## config.mk

```make
export PLATFORM = sky130hd
export DESIGN_NAME = leaf_out_arbiter
export DESIGN_NICKNAME = d
export VERILOG_FILES = /design/src/rtl/leaf_out_arbiter.sv
export SDC_FILE = /design/constraint.sdc
export NUM_CORES = 1
export LEC_CHECK = 0
export CAP_MARGIN = 20
export CORE_MARGIN = 2
export CORE_UTILIZATION = 40
export CTS_CLUSTER_DIAMETER = 50
export CTS_CLUSTER_SIZE = 16
export DETAILED_ROUTE_END_ITERATION = 16
export GPL_ROUTABILITY_DRIVEN = 0
export GPL_TIMING_DRIVEN = 0
export PLACE_DENSITY_LB_ADDON = 0.15
export SLEW_MARGIN = 40
export SYNTH_ARGS = -nofsm -noshare
export SYNTH_HDL_FRONTEND = slang
export SYNTH_SLANG_ARGS = --single-unit
```

## constraint.sdc

```tcl
create_clock -name clk_user -period 1.8 [get_ports clk_user]
set_input_delay 0.36 -clock clk_user [delete_from_list [all_inputs] [get_ports clk_user]]
set_output_delay 0.36 -clock clk_user [all_outputs]
set_load 0.02 [all_outputs]
```

## src/rtl/leaf_out_arbiter.sv

```systemverilog
// leaf_out_arbiter
//   Two-requester round-robin arbiter merging two valid/ack word streams
//   into one registered output stream tagged with the source port.
//   Bursts of up to MAX_BURST words are granted while the other side waits;
//   a one-cycle arbitration bubble follows IDLE.
//
// Parameters
//   PAYLOAD_BITS  data word width
//   NUM_PORT_BITS port tag width
//   PORT_BASE     tag for requester 0 (requester 1 emits PORT_BASE+1)
//   MAX_BURST     max consecutive words per grant while the other waits (1..15)
//
// Ports
//   clk_user            clock, rising edge
//   reset_n             synchronous active-low reset
//   din_0/din_1         requester data
//   vld_0/vld_1         requester valid
//   ack_0/ack_1         word accepted from requester (combinational)
//   dout/dout_port      output word and its source tag
//   vld_out             output register holds a word
//   ack_in              downstream accepted the output word
//   grant_cnt_0/1       accepted-word counters (only with LEAF_OUT_ARBITER_STATS_EN)
//
// Build option
//   `define LEAF_OUT_ARBITER_STATS_EN adds the grant_cnt_0/1 ports and counters.
module leaf_out_arbiter #(
  parameter int unsigned PAYLOAD_BITS  = 32,
  parameter int unsigned NUM_PORT_BITS = 4,
  parameter int unsigned PORT_BASE     = 1,
  parameter int unsigned MAX_BURST     = 4
) (
  input  logic                     clk_user,
  input  logic                     reset_n,
  input  logic [PAYLOAD_BITS-1:0]  din_0,
  input  logic [PAYLOAD_BITS-1:0]  din_1,
  input  logic                     vld_0,
  input  logic                     vld_1,
  output logic                     ack_0,
  output logic                     ack_1,
  output logic [PAYLOAD_BITS-1:0]  dout,
  output logic [NUM_PORT_BITS-1:0] dout_port,
  output logic                     vld_out,
  input  logic                     ack_in
`ifdef LEAF_OUT_ARBITER_STATS_EN
  ,
  output logic [31:0]              grant_cnt_0,
  output logic [31:0]              grant_cnt_1
`endif
);

  localparam logic [NUM_PORT_BITS-1:0] TAG0      = NUM_PORT_BITS'(PORT_BASE);
  localparam logic [NUM_PORT_BITS-1:0] TAG1      = NUM_PORT_BITS'(PORT_BASE + 1);
  localparam logic [3:0]               BURST_LIM = 4'(MAX_BURST);

  typedef enum logic [1:0] {
    IDLE,
    GRANT0,
    GRANT1
  } state_t;

  state_t     state, state_nxt;
  logic [3:0] burst_cnt, burst_cnt_nxt;
  logic [3:0] burst_inc;
  logic       last_served, last_served_nxt;
  logic       load_ok;

  // Output register can take a new word when empty or being drained this cycle.
  assign load_ok = ~vld_out | ack_in;

  // Acks depend only on registered state, so a requester is never accepted
  // in the cycle it first raises vld from IDLE.
  assign ack_0 = reset_n & (state == GRANT0) & vld_0 & load_ok;
  assign ack_1 = reset_n & (state == GRANT1) & vld_1 & load_ok;

  assign burst_inc = burst_cnt + 4'd1;

  always_comb begin
    state_nxt       = state;
    burst_cnt_nxt   = burst_cnt;
    last_served_nxt = last_served;
    case (state)
      IDLE: begin
        burst_cnt_nxt = '0;
        if (vld_0 && vld_1) state_nxt = last_served ? GRANT0 : GRANT1;
        else if (vld_0)     state_nxt = GRANT0;
        else if (vld_1)     state_nxt = GRANT1;
      end
      GRANT0: begin
        if (!vld_0) begin
          state_nxt     = vld_1 ? GRANT1 : IDLE;
          burst_cnt_nxt = '0;
        end else if (ack_0) begin
          last_served_nxt = 1'b0;
          if (burst_inc == BURST_LIM) begin
            // Burst exhausted: hand over only if the other side is waiting,
            // otherwise start a fresh burst in place.
            burst_cnt_nxt = '0;
            if (vld_1) state_nxt = GRANT1;
          end else begin
            burst_cnt_nxt = burst_inc;
          end
        end
      end
      GRANT1: begin
        if (!vld_1) begin
          state_nxt     = vld_0 ? GRANT0 : IDLE;
          burst_cnt_nxt = '0;
        end else if (ack_1) begin
          last_served_nxt = 1'b1;
          if (burst_inc == BURST_LIM) begin
            burst_cnt_nxt = '0;
            if (vld_0) state_nxt = GRANT0;
          end else begin
            burst_cnt_nxt = burst_inc;
          end
        end
      end
      default: begin
        state_nxt     = IDLE;
        burst_cnt_nxt = '0;
      end
    endcase
  end

  always_ff @(posedge clk_user) begin
    if (!reset_n) begin
      state       <= IDLE;
      burst_cnt   <= '0;
      last_served <= 1'b1;
    end else begin
      state       <= state_nxt;
      burst_cnt   <= burst_cnt_nxt;
      last_served <= last_served_nxt;
    end
  end

  always_ff @(posedge clk_user) begin
    if (!reset_n) begin
      vld_out   <= 1'b0;
      dout      <= '0;
      dout_port <= '0;
    end else if (ack_0) begin
      vld_out   <= 1'b1;
      dout      <= din_0;
      dout_port <= TAG0;
    end else if (ack_1) begin
      vld_out   <= 1'b1;
      dout      <= din_1;
      dout_port <= TAG1;
    end else if (ack_in) begin
      vld_out   <= 1'b0;
    end
  end

`ifdef LEAF_OUT_ARBITER_STATS_EN
  always_ff @(posedge clk_user) begin
    if (!reset_n) begin
      grant_cnt_0 <= '0;
      grant_cnt_1 <= '0;
    end else begin
      if (ack_0) grant_cnt_0 <= grant_cnt_0 + 32'd1;
      if (ack_1) grant_cnt_1 <= grant_cnt_1 + 32'd1;
    end
  end
`endif

endmodule

```

==> impl_metrics.py, run 1 <==
metrics = {
    "timing": {
        "worst_hold_slack_ns": 0.423,
        "finalSetupViolations": 0,
        "finalWorstSetupSlack_ns": 0.0556,
        "drv_slew": 0,
        "fin_crit_sh": 0.969,
        "fin_tns_setup_ns": 0,
        "final_hold_viol_count": 0,
        "skew_ns": 0.00874,
        "max_freq_ghz": 0.573,
        "period_needed_ns": 1.74,
    },
    "routing": {
        "dr_wl_met3_um": 563,
        "via_per_inst": 5.08,
        "antenna_left": 0,
        "met1Wirelength_um": 2330,
        "dr.pass1.iters": 4,
        "drc": 0,
        "drt_iter0_drc": 81,
        "wire_per_inst_um": 13.7,
        "via_count": 2117,
        "dr.max_layer_used": "met4",
        "routed_wirelength_um": 5700,
        "met2WireLength_um": 2740,
    },
    "clocking": {
        "cts.sinks": 42,
        "cts_root_buf": "clkbuf_8",
        "tritoncts": "built",
        "cts_buffers": 5,
        "clk_latency_ns": 0.29,
        "htreeDepth": 2,
        "clk_pin_slew_worst_paths_ns": 0.07,
        "cts_max_path_buffers": 2,
    },
    "synthesis": {
        "synth.distinct_cells": 41,
        "yosysWarnings": 0,
        "ys.flop_type": "dfxtp_1",
        "ys_seq_area_frac": 0.399,
        "synth_commonest_cells": "dfxtp_1, nand3_1, o21ai_0",
        "synth.most_common_cell": "dfxtp_1",
        "synth_seq_cells": 42,
        "synth_area_mm2": 0.00211,
        "avgSynthCellArea_um2": 9.12,
        "synth_top_area_share": 0.399,
        "synth_edf_count": 0,
        "synth_top_cell_by_area": "dfxtp_1",
        "async_flop_share": 0,
        "synth_area_leaders": "dfxtp_1, mux2i_1, nand3_1",
        "syn_inst": 231,
    },
    "worst_setup_path": {
        "crit_required_ns": 1.44,
        "crit_type": "primary input to primary output",
        "cp_slowest_cell": "clkdlybuf4s50_1",
        "worstPathCellList": "clkdlybuf4s50_1 -> nand2b_1 -> buf_6 -> nand2_2 -> nor2_4 -> buf_4",
        "cp_top_family": "buffers and inverters",
        "cp-start-kind": "primary input",
        "critPathCaptureType": "primary output",
        "max_stage_delay_ns": 0.44,
        "cp.arrival_ns": 1.38,
        "cp_max_fo": 5,
        "worstPathBufferInverterCount": 3,
    },
    "placement": {
        "dp_cells": 406,
        "port_buffers": 104,
        "pre_cts_slack_ns": -0.652,
        "dp_hpwl_um": 4230,
    },
    "global_route": {
        "grt_overflow": 0,
        "grt_max_degree": 13,
        "grt_pass1_vias": 2090,
        "grt_pass1_wl_um": 9240,
        "grt_antenna_before_repair": 0,
        "grt_usage": 0.191,
    },
    "floorplan": {
        "die_area_mm2": 0.00586,
        "start_util": 0.412,
        "die_w_um": 76.6,
        "io_pins": 108,
        "rows": 26,
        "core_area_mm2": 0.00511,
        "die_y_um": 76.6,
    },
    "finish": {
        "antenna_cells": 0,
        "drive_gt1_frac": 0.133,
        "nets": 422,
        "areaGrowthSynthToFinish_pct": 62.0,
        "fin_cells": 417,
    },
    "status": {
        "status": "finished clean",
    },
    "run": {
        "maxCapViolCount": 0,
    },
    "min_path": {
        "hold_class": "primary input to flop",
    },
    "power_and_ir_drop": {
        "power_leakage_uw": 0.00144,
        "cellPowerDensity_mw_per_mm2": 829,
        "peakVddDrop_mv": 0.480,
    },
}
-- layout make-up --
type / count / area, µm²
plain buffers: 18 / 121
clock buffers: 6 / 72.6
clock inverters: 1 / 7.51
fillers: 439 / 1700
inverters: 6 / 22.5
multi-input cells: 166 / 1180
flip-flops and latches: 42 / 846
well taps: 70 / 87.6
repair buffers: 108 / 1070
-- stage by stage --
stage          total power [µW]  utilization  area, µm²
6_report                   2830        0.668       3410
3_3_place_gp               2200        0.634       3240
4_1_cts                    2800        0.655       3350
3_5_place_dp               2210        0.634       3240
5_1_grt                    2970        0.668       3410
2_1_floorplan              1720            -       2110
-- flip-flops by register name, summed over array words and instances (netlist names) --
name	flops
vld_out	1
dout_port	2
state	2
burst_cnt	4
dout	32
last_served	1
-- worst register-to-register path, cell delays in order, from the launching register on --
cell	delay, ns
dfxtp_2	0.41
inv_2	0.08
ha_4	0.18
a22o_2	0.28
nand3_1	0.12
buf_4	0.17
buf_4	0.18
nand3_1	0.09
o21ai_0	0.10
-- where the power goes --
part | switching, µW | internal (µW)
Clock | 315 | 266
Sequential | 82.3 | 1060
Combinational | 537 | 566
-- cells in the final DEF (no fill, tap or decap), types with 4 or more instances in the layout --
master	instances
nand2_1	5
dfxtp_1	38
o21ai_0	37
clkbuf_8	6
a21oi_1	4
nand3_1	40
inv_1	5
clkdlybuf4s50_1	100
mux2i_1	32
dfxtp_2	4
buf_2	4
and2_1	4
buf_4	12
-- worst paths after layout --
check	startpoint	to	slack, ns	cells after the start
worst max-delay path	ack_in	ack_0	0.06	6
worst min-delay path	reset_n	burst_cnt[0]	0.42	3
worst max register to register	state[0]	dout[2]	0.14	8
worst min register to register	dout[30]	dout[30]	0.47	2
-- kinds of logic after synthesis --
family          count (synthesis)  synth area share
flops                          42             0.399
buf+inv                        24            0.0665
mux                            32             0.152
simple gates                   69             0.177
other cells                     1           0.00178
compound gates                 57             0.168
fa+ha+maj                       6            0.0356
-- metal layers --
metal / GRT usage / vias to the layer above
li1: - / 1067
met1: 0.214 / 967
met2: 0.329 / 79
met3: 0.0794 / 4
met4: 0.0582 / 0
met5: 0 / -
-- timing repair --
item,CTS,global route
buffers inserted,2,2
setup endpoints to repair,3,36
hold buffers,0,0
pin swaps,2,1
resized for setup,17,15
(Power assumes the default switching activity.)
==> run 2, diff against run 1 <==
--- a/config.mk
+++ b/config.mk
@@ -5,11 +5,10 @@
 export SDC_FILE = /design/constraint.sdc
 export NUM_CORES = 1
 export LEC_CHECK = 0
-export CAP_MARGIN = 20
 export CORE_MARGIN = 2
 export CORE_UTILIZATION = 40
 export CTS_CLUSTER_DIAMETER = 50
-export CTS_CLUSTER_SIZE = 16
+export CTS_CLUSTER_SIZE = 10
 export DETAILED_ROUTE_END_ITERATION = 16
 export GPL_ROUTABILITY_DRIVEN = 0
 export GPL_TIMING_DRIVEN = 0
==> results of run 2 <==
No change in the layout: final DEF, timing and power equal those of run 1.
